$ cat src/rtl/seg7_pkg.sv
// Shared constants for the 7-segment scan path: active-low segment patterns,
// digit-enable idle value, scan FSM encoding and the per-digit storage record.
package seg7_pkg;

    localparam logic [6:0] SEG_0 = 7'b1000000;
    localparam logic [6:0] SEG_1 = 7'b1111001;
    localparam logic [6:0] SEG_2 = 7'b0100100;
    localparam logic [6:0] SEG_3 = 7'b0110000;
    localparam logic [6:0] SEG_4 = 7'b0011001;
    localparam logic [6:0] SEG_5 = 7'b0010010;
    localparam logic [6:0] SEG_6 = 7'b0000010;
    localparam logic [6:0] SEG_7 = 7'b1111000;
    localparam logic [6:0] SEG_8 = 7'b0000000;
    localparam logic [6:0] SEG_9 = 7'b0010000;
    localparam logic [6:0] SEG_A = 7'b0001000;
    localparam logic [6:0] SEG_B = 7'b0000011;
    localparam logic [6:0] SEG_C = 7'b1000110;
    localparam logic [6:0] SEG_D = 7'b0100001;
    localparam logic [6:0] SEG_E = 7'b0000110;
    localparam logic [6:0] SEG_F = 7'b0001110;

    localparam logic [6:0] SEG_OFF = 7'b1111111;
    localparam logic [6:0] SEG_ALL = 7'b0000000;
    localparam logic [3:0] WX_OFF  = 4'b1111;

    typedef enum logic {
        BLANK = 1'b0,
        SCAN  = 1'b1
    } scan_state_e;

    typedef struct packed {
        logic       blank;
        logic [3:0] data;
    } digit_t;

    localparam digit_t DIGIT_DARK = '{blank: 1'b1, data: 4'h0};

    // Active-low one-cold digit enable for the given digit index.
    function automatic logic [3:0] wx_select(input logic [1:0] idx);
        return WX_OFF ^ (4'b0001 << idx);
    endfunction

endpackage

$ cat src/rtl/seg_scan_ctrl_if.sv
// Digit write port of the scan controller: valid/ready handshake carrying
// a digit index, hex value and per-digit blank flag.
interface seg_scan_ctrl_if;

    logic       wr_valid;
    logic       wr_ready;
    logic [1:0] wr_addr;
    logic [3:0] wr_data;
    logic       wr_blank;

    modport master (
        output wr_valid,
        output wr_addr,
        output wr_data,
        output wr_blank,
        input  wr_ready
    );

    modport slave (
        input  wr_valid,
        input  wr_addr,
        input  wr_data,
        input  wr_blank,
        output wr_ready
    );

endinterface

$ cat src/rtl/hex_to_seg7.sv
// Combinational hex digit to active-low {g,f,e,d,c,b,a} segment decoder.
module hex_to_seg7
    import seg7_pkg::*;
(
    input  logic [3:0] hex_i,
    output logic [6:0] seg_o
);

    always_comb begin
        seg_o = SEG_OFF;
        unique case (hex_i)
            4'h0: seg_o = SEG_0;
            4'h1: seg_o = SEG_1;
            4'h2: seg_o = SEG_2;
            4'h3: seg_o = SEG_3;
            4'h4: seg_o = SEG_4;
            4'h5: seg_o = SEG_5;
            4'h6: seg_o = SEG_6;
            4'h7: seg_o = SEG_7;
            4'h8: seg_o = SEG_8;
            4'h9: seg_o = SEG_9;
            4'hA: seg_o = SEG_A;
            4'hB: seg_o = SEG_B;
            4'hC: seg_o = SEG_C;
            4'hD: seg_o = SEG_D;
            4'hE: seg_o = SEG_E;
            4'hF: seg_o = SEG_F;
        endcase
    end

endmodule

$ cat src/rtl/seg_scan_ctrl.sv
// Four-digit common-anode display scanner with blanking gaps between digits and
// a shadow digit file that is committed to the displayed set only at frame end.
module seg_scan_ctrl
    import seg7_pkg::*;
#(
    parameter int unsigned TICK_DIV    = 27000,
    parameter int unsigned ON_TICKS    = 4,
    parameter int unsigned BLANK_TICKS = 1
) (
    input  logic           clk,
    input  logic           rst_n,
    seg_scan_ctrl_if.slave wr,
    input  logic           lamp_test,
    output logic [3:0]     Wx,
    output logic [6:0]     display,
    output logic [1:0]     scan_idx,
    output logic           frame_done
);

    localparam int unsigned PRE_W  = $clog2(TICK_DIV);
    localparam int unsigned PH_MAX = (ON_TICKS > BLANK_TICKS) ? ON_TICKS : BLANK_TICKS;
    localparam int unsigned PH_W   = (PH_MAX > 1) ? $clog2(PH_MAX) : 1;

    localparam logic [PRE_W-1:0] PRE_LAST   = PRE_W'(TICK_DIV - 1);
    localparam logic [PH_W-1:0]  ON_LAST    = PH_W'(ON_TICKS - 1);
    localparam logic [PH_W-1:0]  BLANK_LAST = PH_W'(BLANK_TICKS - 1);

    logic [PRE_W-1:0] pre_q, pre_d;
    logic [PH_W-1:0]  ph_q, ph_d;
    scan_state_e      state_q, state_d;
    logic [1:0]       idx_q, idx_d;
    digit_t [3:0]     shadow_q, shadow_d;
    digit_t [3:0]     active_q, active_d;
    logic             dirty_q, dirty_d;
    logic [3:0]       wx_q, wx_d;
    logic [6:0]       disp_q, disp_d;

    logic             tick;
    logic             commit;
    logic             wr_accept;
    digit_t           cur_digit;
    logic [6:0]       dec_seg;

    assign tick      = (pre_q == PRE_LAST);
    assign cur_digit = active_q[idx_q];

    hex_to_seg7 u_dec (
        .hex_i (cur_digit.data),
        .seg_o (dec_seg)
    );

    // Prescaler and BLANK/SCAN sequencing; commit fires on the last SCAN tick of digit 3.
    always_comb begin
        pre_d   = tick ? '0 : pre_q + 1'b1;
        state_d = state_q;
        ph_d    = ph_q;
        idx_d   = idx_q;
        commit  = 1'b0;
        if (tick) begin
            case (state_q)
                BLANK: begin
                    if (ph_q == BLANK_LAST) begin
                        state_d = SCAN;
                        ph_d    = '0;
                    end else begin
                        ph_d = ph_q + 1'b1;
                    end
                end
                SCAN: begin
                    if (ph_q == ON_LAST) begin
                        state_d = BLANK;
                        ph_d    = '0;
                        idx_d   = idx_q + 2'd1;
                        commit  = (idx_q == 2'd3);
                    end else begin
                        ph_d = ph_q + 1'b1;
                    end
                end
                default: begin
                    state_d = BLANK;
                    ph_d    = '0;
                end
            endcase
        end
    end

    // Writes are refused only on the commit clock so the copy never races a write.
    assign wr.wr_ready = ~commit;
    assign wr_accept   = wr.wr_valid & ~commit;
    assign frame_done  = commit;

    always_comb begin
        shadow_d = shadow_q;
        active_d = active_q;
        dirty_d  = dirty_q;
        if (commit) begin
            if (dirty_q) begin
                active_d = shadow_q;
            end
            dirty_d = 1'b0;
        end else if (wr_accept) begin
            shadow_d[wr.wr_addr] = '{blank: wr.wr_blank, data: wr.wr_data};
            dirty_d              = 1'b1;
        end
    end

    // Pin drive follows the registered FSM state one clock later, so a BLANK
    // clock always separates two different enabled digits.
    always_comb begin
        wx_d   = WX_OFF;
        disp_d = SEG_OFF;
        if (state_q == SCAN) begin
            wx_d = wx_select(idx_q);
            if (lamp_test) begin
                disp_d = SEG_ALL;
            end else if (!cur_digit.blank) begin
                disp_d = dec_seg;
            end
        end
    end

    always_ff @(posedge clk or negedge rst_n) begin
        if (!rst_n) begin
            pre_q    <= '0;
            ph_q     <= '0;
            state_q  <= BLANK;
            idx_q    <= 2'd0;
            shadow_q <= {4{DIGIT_DARK}};
            active_q <= {4{DIGIT_DARK}};
            dirty_q  <= 1'b0;
            wx_q     <= WX_OFF;
            disp_q   <= SEG_OFF;
        end else begin
            pre_q    <= pre_d;
            ph_q     <= ph_d;
            state_q  <= state_d;
            idx_q    <= idx_d;
            shadow_q <= shadow_d;
            active_q <= active_d;
            dirty_q  <= dirty_d;
            wx_q     <= wx_d;
            disp_q   <= disp_d;
        end
    end

    assign Wx       = wx_q;
    assign display  = disp_q;
    assign scan_idx = idx_q;

endmodule

$ cat src/flat_wrapper.sv
// flat-port wrapper written by rule: the top's interface ports become plain ports
module seg_scan_ctrl_flat import seg7_pkg::*;
#(
    parameter int unsigned TICK_DIV    = 27000,
    parameter int unsigned ON_TICKS    = 4,
    parameter int unsigned BLANK_TICKS = 1
)
  (clk, rst_n, lamp_test, Wx, display, scan_idx, frame_done, wr_wr_valid, wr_wr_addr, wr_wr_data, wr_wr_blank, wr_wr_ready);
  seg_scan_ctrl_if wr_i ();
  input  logic clk;
  input  logic rst_n;
  input  logic lamp_test;
  output logic [3:0] Wx;
  output logic [6:0] display;
  output logic [1:0] scan_idx;
  output logic frame_done;
  input wire logic [$bits(wr_i.wr_valid)-1:0] wr_wr_valid;
  input wire logic [$bits(wr_i.wr_addr)-1:0] wr_wr_addr;
  input wire logic [$bits(wr_i.wr_data)-1:0] wr_wr_data;
  input wire logic [$bits(wr_i.wr_blank)-1:0] wr_wr_blank;
  output wire logic [$bits(wr_i.wr_ready)-1:0] wr_wr_ready;
  assign wr_i.wr_valid = wr_wr_valid;
  assign wr_i.wr_addr = wr_wr_addr;
  assign wr_i.wr_data = wr_wr_data;
  assign wr_i.wr_blank = wr_wr_blank;
  assign wr_wr_ready = wr_i.wr_ready;
  seg_scan_ctrl #(.TICK_DIV(TICK_DIV), .ON_TICKS(ON_TICKS), .BLANK_TICKS(BLANK_TICKS)) u_core (.clk(clk), .rst_n(rst_n), .wr(wr_i), .lamp_test(lamp_test), .Wx(Wx), .display(display), .scan_idx(scan_idx), .frame_done(frame_done));
endmodule
$ cat config.mk
export PLATFORM = sky130hd
export DESIGN_NAME = seg_scan_ctrl_flat
export DESIGN_NICKNAME = d
export VERILOG_FILES = /design/src/rtl/seg7_pkg.sv /design/src/rtl/seg_scan_ctrl_if.sv /design/src/rtl/hex_to_seg7.sv /design/src/rtl/seg_scan_ctrl.sv /design/src/flat_wrapper.sv
export SDC_FILE = /design/constraint.sdc
export NUM_CORES = 1
export LEC_CHECK = 0
export BUFFER_PORTS_ARGS = -buffer_cell sky130_fd_sc_hd__buf_2
export CORE_MARGIN = 2
export CORE_UTILIZATION = 50
export DETAILED_ROUTE_END_ITERATION = 8
export GPL_TIMING_DRIVEN = 0
export HOLD_SLACK_MARGIN = 0.03
export PLACE_DENSITY = 0.68
export SLEW_MARGIN = 10
export SYNTH_ARGS = -nofsm -noshare
export SYNTH_HDL_FRONTEND = slang
export SYNTH_SLANG_ARGS = --single-unit
$ cat constraint.sdc
create_clock -name clk -period 4.9 [get_ports clk]
set_input_delay 0.735 -clock clk [delete_from_list [all_inputs] [get_ports clk]]
set_output_delay 0.735 -clock clk [all_outputs]
set_load 0.01 [all_outputs]
==> impl_metrics.py <==
metrics = {
    "drt": {
        "firstDrtPassIters": 4,
        "vias": 2119,
        "drt_first_iter_violations": 80,
        "wirelength_mm": 5.86,
        "via_per_inst": 5.38,
        "wl_per_cell_um": 14.9,
        "postRouteAntennaNets": 0,
        "remaining_drc_errors": 0,
    },
    "critical_path": {
        "max_stage_delay_ns": 0.60,
        "cp.required_ns": 4.16,
        "startpoint": "u_core.pre_q[9]$_DFF_PN0_",
        "worstPathCellList": "buf_4, nor4b_1, nand3b_1, or4_1, inv_1, buf_2",
        "critPathCaptureType": "primary output",
        "critical_path_class": "reg2out",
        "crit_family": "simple AND/OR/NAND/NOR gates",
        "cp_max_fo": 7,
        "cp.arrival_ns": 2.17,
        "r2r-start": "u_core.scan_idx[1]$_DFFE_PN0P_",
        "crit_slowest_cell": "or4_1",
        "worstPathBufferInverterCount": 3,
        "startpoint_type": "flip-flop",
    },
    "timing": {
        "slew_violations": 0,
        "finalHoldViolations": 0,
        "fin_crit_ns": 2.91,
        "period_share_pct": 59.3,
        "skew_ns": 0.0129,
        "tightestPinTransition_ns": 1.02,
        "finalSetupViolations": 0,
        "setup_tns_ns": 0,
        "grt_setup_unrepaired": "no",
        "timing.fmax_ghz": 0.344,
        "relSlewSlack_pct": 31.7,
    },
    "job": {
        "maxCapViolations": 0,
    },
    "synth": {
        "synth-edff-count": 0,
        "postSynthCellCount": 272,
        "synth_ff_type": "dfrtp_1",
        "synth.avg_cell_area_um2": 12.7,
        "yosysSeqAreaShare_pct": 52.8,
        "syn_nets": 297,
        "ys_seq_elements": 72,
        "synth_area_um2": 3460,
        "post_synth_num_cell_types": 45,
        "synthArstFlopShare_pct": 100,
        "synth_warnings": 0,
    },
    "die": {
        "die_area_um2": 7600,
        "rows": 30,
        "fp.dieW_um": 87.2,
        "core-area_um2": 6760,
        "dieHeight_um": 87.2,
        "io_pins": 26,
        "start_util_pct": 51.2,
    },
    "outcome": {
        "run_status": "finished, final reports clean",
    },
    "place": {
        "io_buffers": 25,
        "dp_hpwl_mm": 4.16,
        "gp_congestion": 0.869,
    },
    "clock_tree": {
        "clock-sinks": 72,
        "cts_tree": "yes",
        "cts-root-buf": "clkbuf_8",
        "clock_latency_ns": 0.35,
        "cts_buffers": 9,
        "cts_hold_buffers": 0,
        "cts_setup_buffers": 0,
        "ctsResizeCount": 0,
        "clkTransAtPathRegs_ns": 0.08,
        "clockBufferDepth": 2,
        "cts.htree.levels": 3,
    },
    "min_path": {
        "hold_class": "in2async",
    },
    "layout": {
        "drive_above_1_share_pct": 38.9,
        "fillers": 608,
        "n_antenna_cell": 0,
        "final_util_pct": 58.0,
        "syn_to_final_growth_pct": 13.3,
        "final_nets": 334,
    },
    "pwr": {
        "p_per_area_nw_per_um2": 303,
        "power.leakage_nw": 1.75,
        "vdd_drop_max_mv": 0.204,
    },
    "global_routing": {
        "grt_max_degree": 52,
        "antenna_found_initial": 0,
        "grt-ovfl-total": 0,
        "grt_use_total_pct": 17.8,
        "grt_pass1_wl_mm": 10.1,
        "grt_pass1_vias": 2139,
    },
}
-- area by class of cell --
cell class	instances	area, um2	area share (%)
sequential	72	1830	46.6
multi-input combinational	182	1540	39.4
timing repair buffer	26	155	3.96
clock buffer	9	124	3.16
tap	80	100	2.56
clock inverter	7	80.1	2.04
buffer	9	55.1	1.41
inverter	9	33.8	0.863
-- layout by cell type (no fill, tap or decap), types with 8 or more instances in the layout --
cell type,Yosys,layout
clkbuf_8,0,9
mux2_2,39,39
mux2i_1,8,8
inv_1,8,8
nor2_1,16,16
o21ai_0,12,12
ha_1,14,14
dfstp_2,19,19
buf_2,5,29
a21oi_1,9,9
dfrtp_1,53,53
nand2_1,16,16
-- synth_stat cells (all sizes together), types with 7 or more instances --
cell type	number	area, um2
a21oi	9	45.0
buf	8	51.3
dfrtp	53	1330
dfstp	19	499
ha	14	175
inv	8	30.0
mux2	44	514
mux2i	8	80.1
nand2	17	66.3
nand3	7	35.0
nor2	16	60.1
o21ai	12	60.1
xnor2	7	61.3
-- power by group --
part	total, mW	internal (mW)	switching [mW]
combinational	0.0620	0.0364	0.0256
sequential	0.645	0.630	0.0152
clock	0.478	0.240	0.238
-- stage by stage --
| stage | area (um2) | power, mW | hold slack, ns | instances | setup slack (ns) |
|---|---|---|---|---|---|
| after floorplan | 3460 | 0.690 | 0.439 | 272 | 2.51 |
| after global placement | 3680 | 0.715 | 0.472 | 377 | 2.25 |
| after detailed placement | 3710 | 0.721 | 0.486 | 378 | 2.24 |
| after CTS | 3920 | 1.20 | 0.262 | 394 | 1.97 |
| after global routing | 3920 | 1.24 | 0.271 | 394 | 1.84 |
| final | 3920 | 1.19 | 0.266 | 394 | 1.99 |
-- registers in the layout (all words and copies together), names as in the netlist --
name and count:
u_core.active_q 20, u_core.shadow_q 20, u_core.pre_q 15, u_core.display 7, u_core.Wx 4, u_core.ph_q 2
u_core.scan_idx 2, u_core.dirty_q 1, u_core.state_q 1
-- cells by family (layout without fill, tap and decap cells) --
family                   count (synthesis)  count (layout)  synth area share [%]
AND/OR/NAND/NOR                         70              70                  11.9
XOR/XNOR                                13              13                  3.29
buffers and inverters                   18              60                  2.57
flip-flops                              72              72                  52.8
AO/OA/AOI/OAI                           30              30                  5.18
adder cells (fa/ha/maj)                 14              14                  5.07
multiplexers                            55              55                  19.1
-- path summary, 6_finish.rpt --
kind | endpoint | slack, ns | cells after the start
max in group asynchronous | u_core.Wx[2]$_DFF_PN1_ | 4.05 | 2
min in group clk | u_core.pre_q[0]$_DFF_PN0_ | 0.50 | 1
worst min register to register | u_core.pre_q[0]$_DFF_PN0_ | 0.50 | 1
worst max register to register | u_core.display[6]$_DFF_PN1_ | 2.22 | 8
worst max-delay path | frame_done | 1.99 | 6
worst min-delay path | u_core.pre_q[11]$_DFF_PN0_ | 0.27 | 1
-- per-layer routing --
layer / share of wire, % / up-vias / wire, um / GRT usage, %
li1: - / 1045 / - / -
met1: 49 / 1035 / 2890 / 23.1
met2: 46 / 29 / 2670 / 27.5
met3: 2.9 / 10 / 169 / 3.89
met4: 2.1 / 0 / 125 / 10.1
met5: 0 / - / 0 / 0
(Power assumes the default switching activity.)
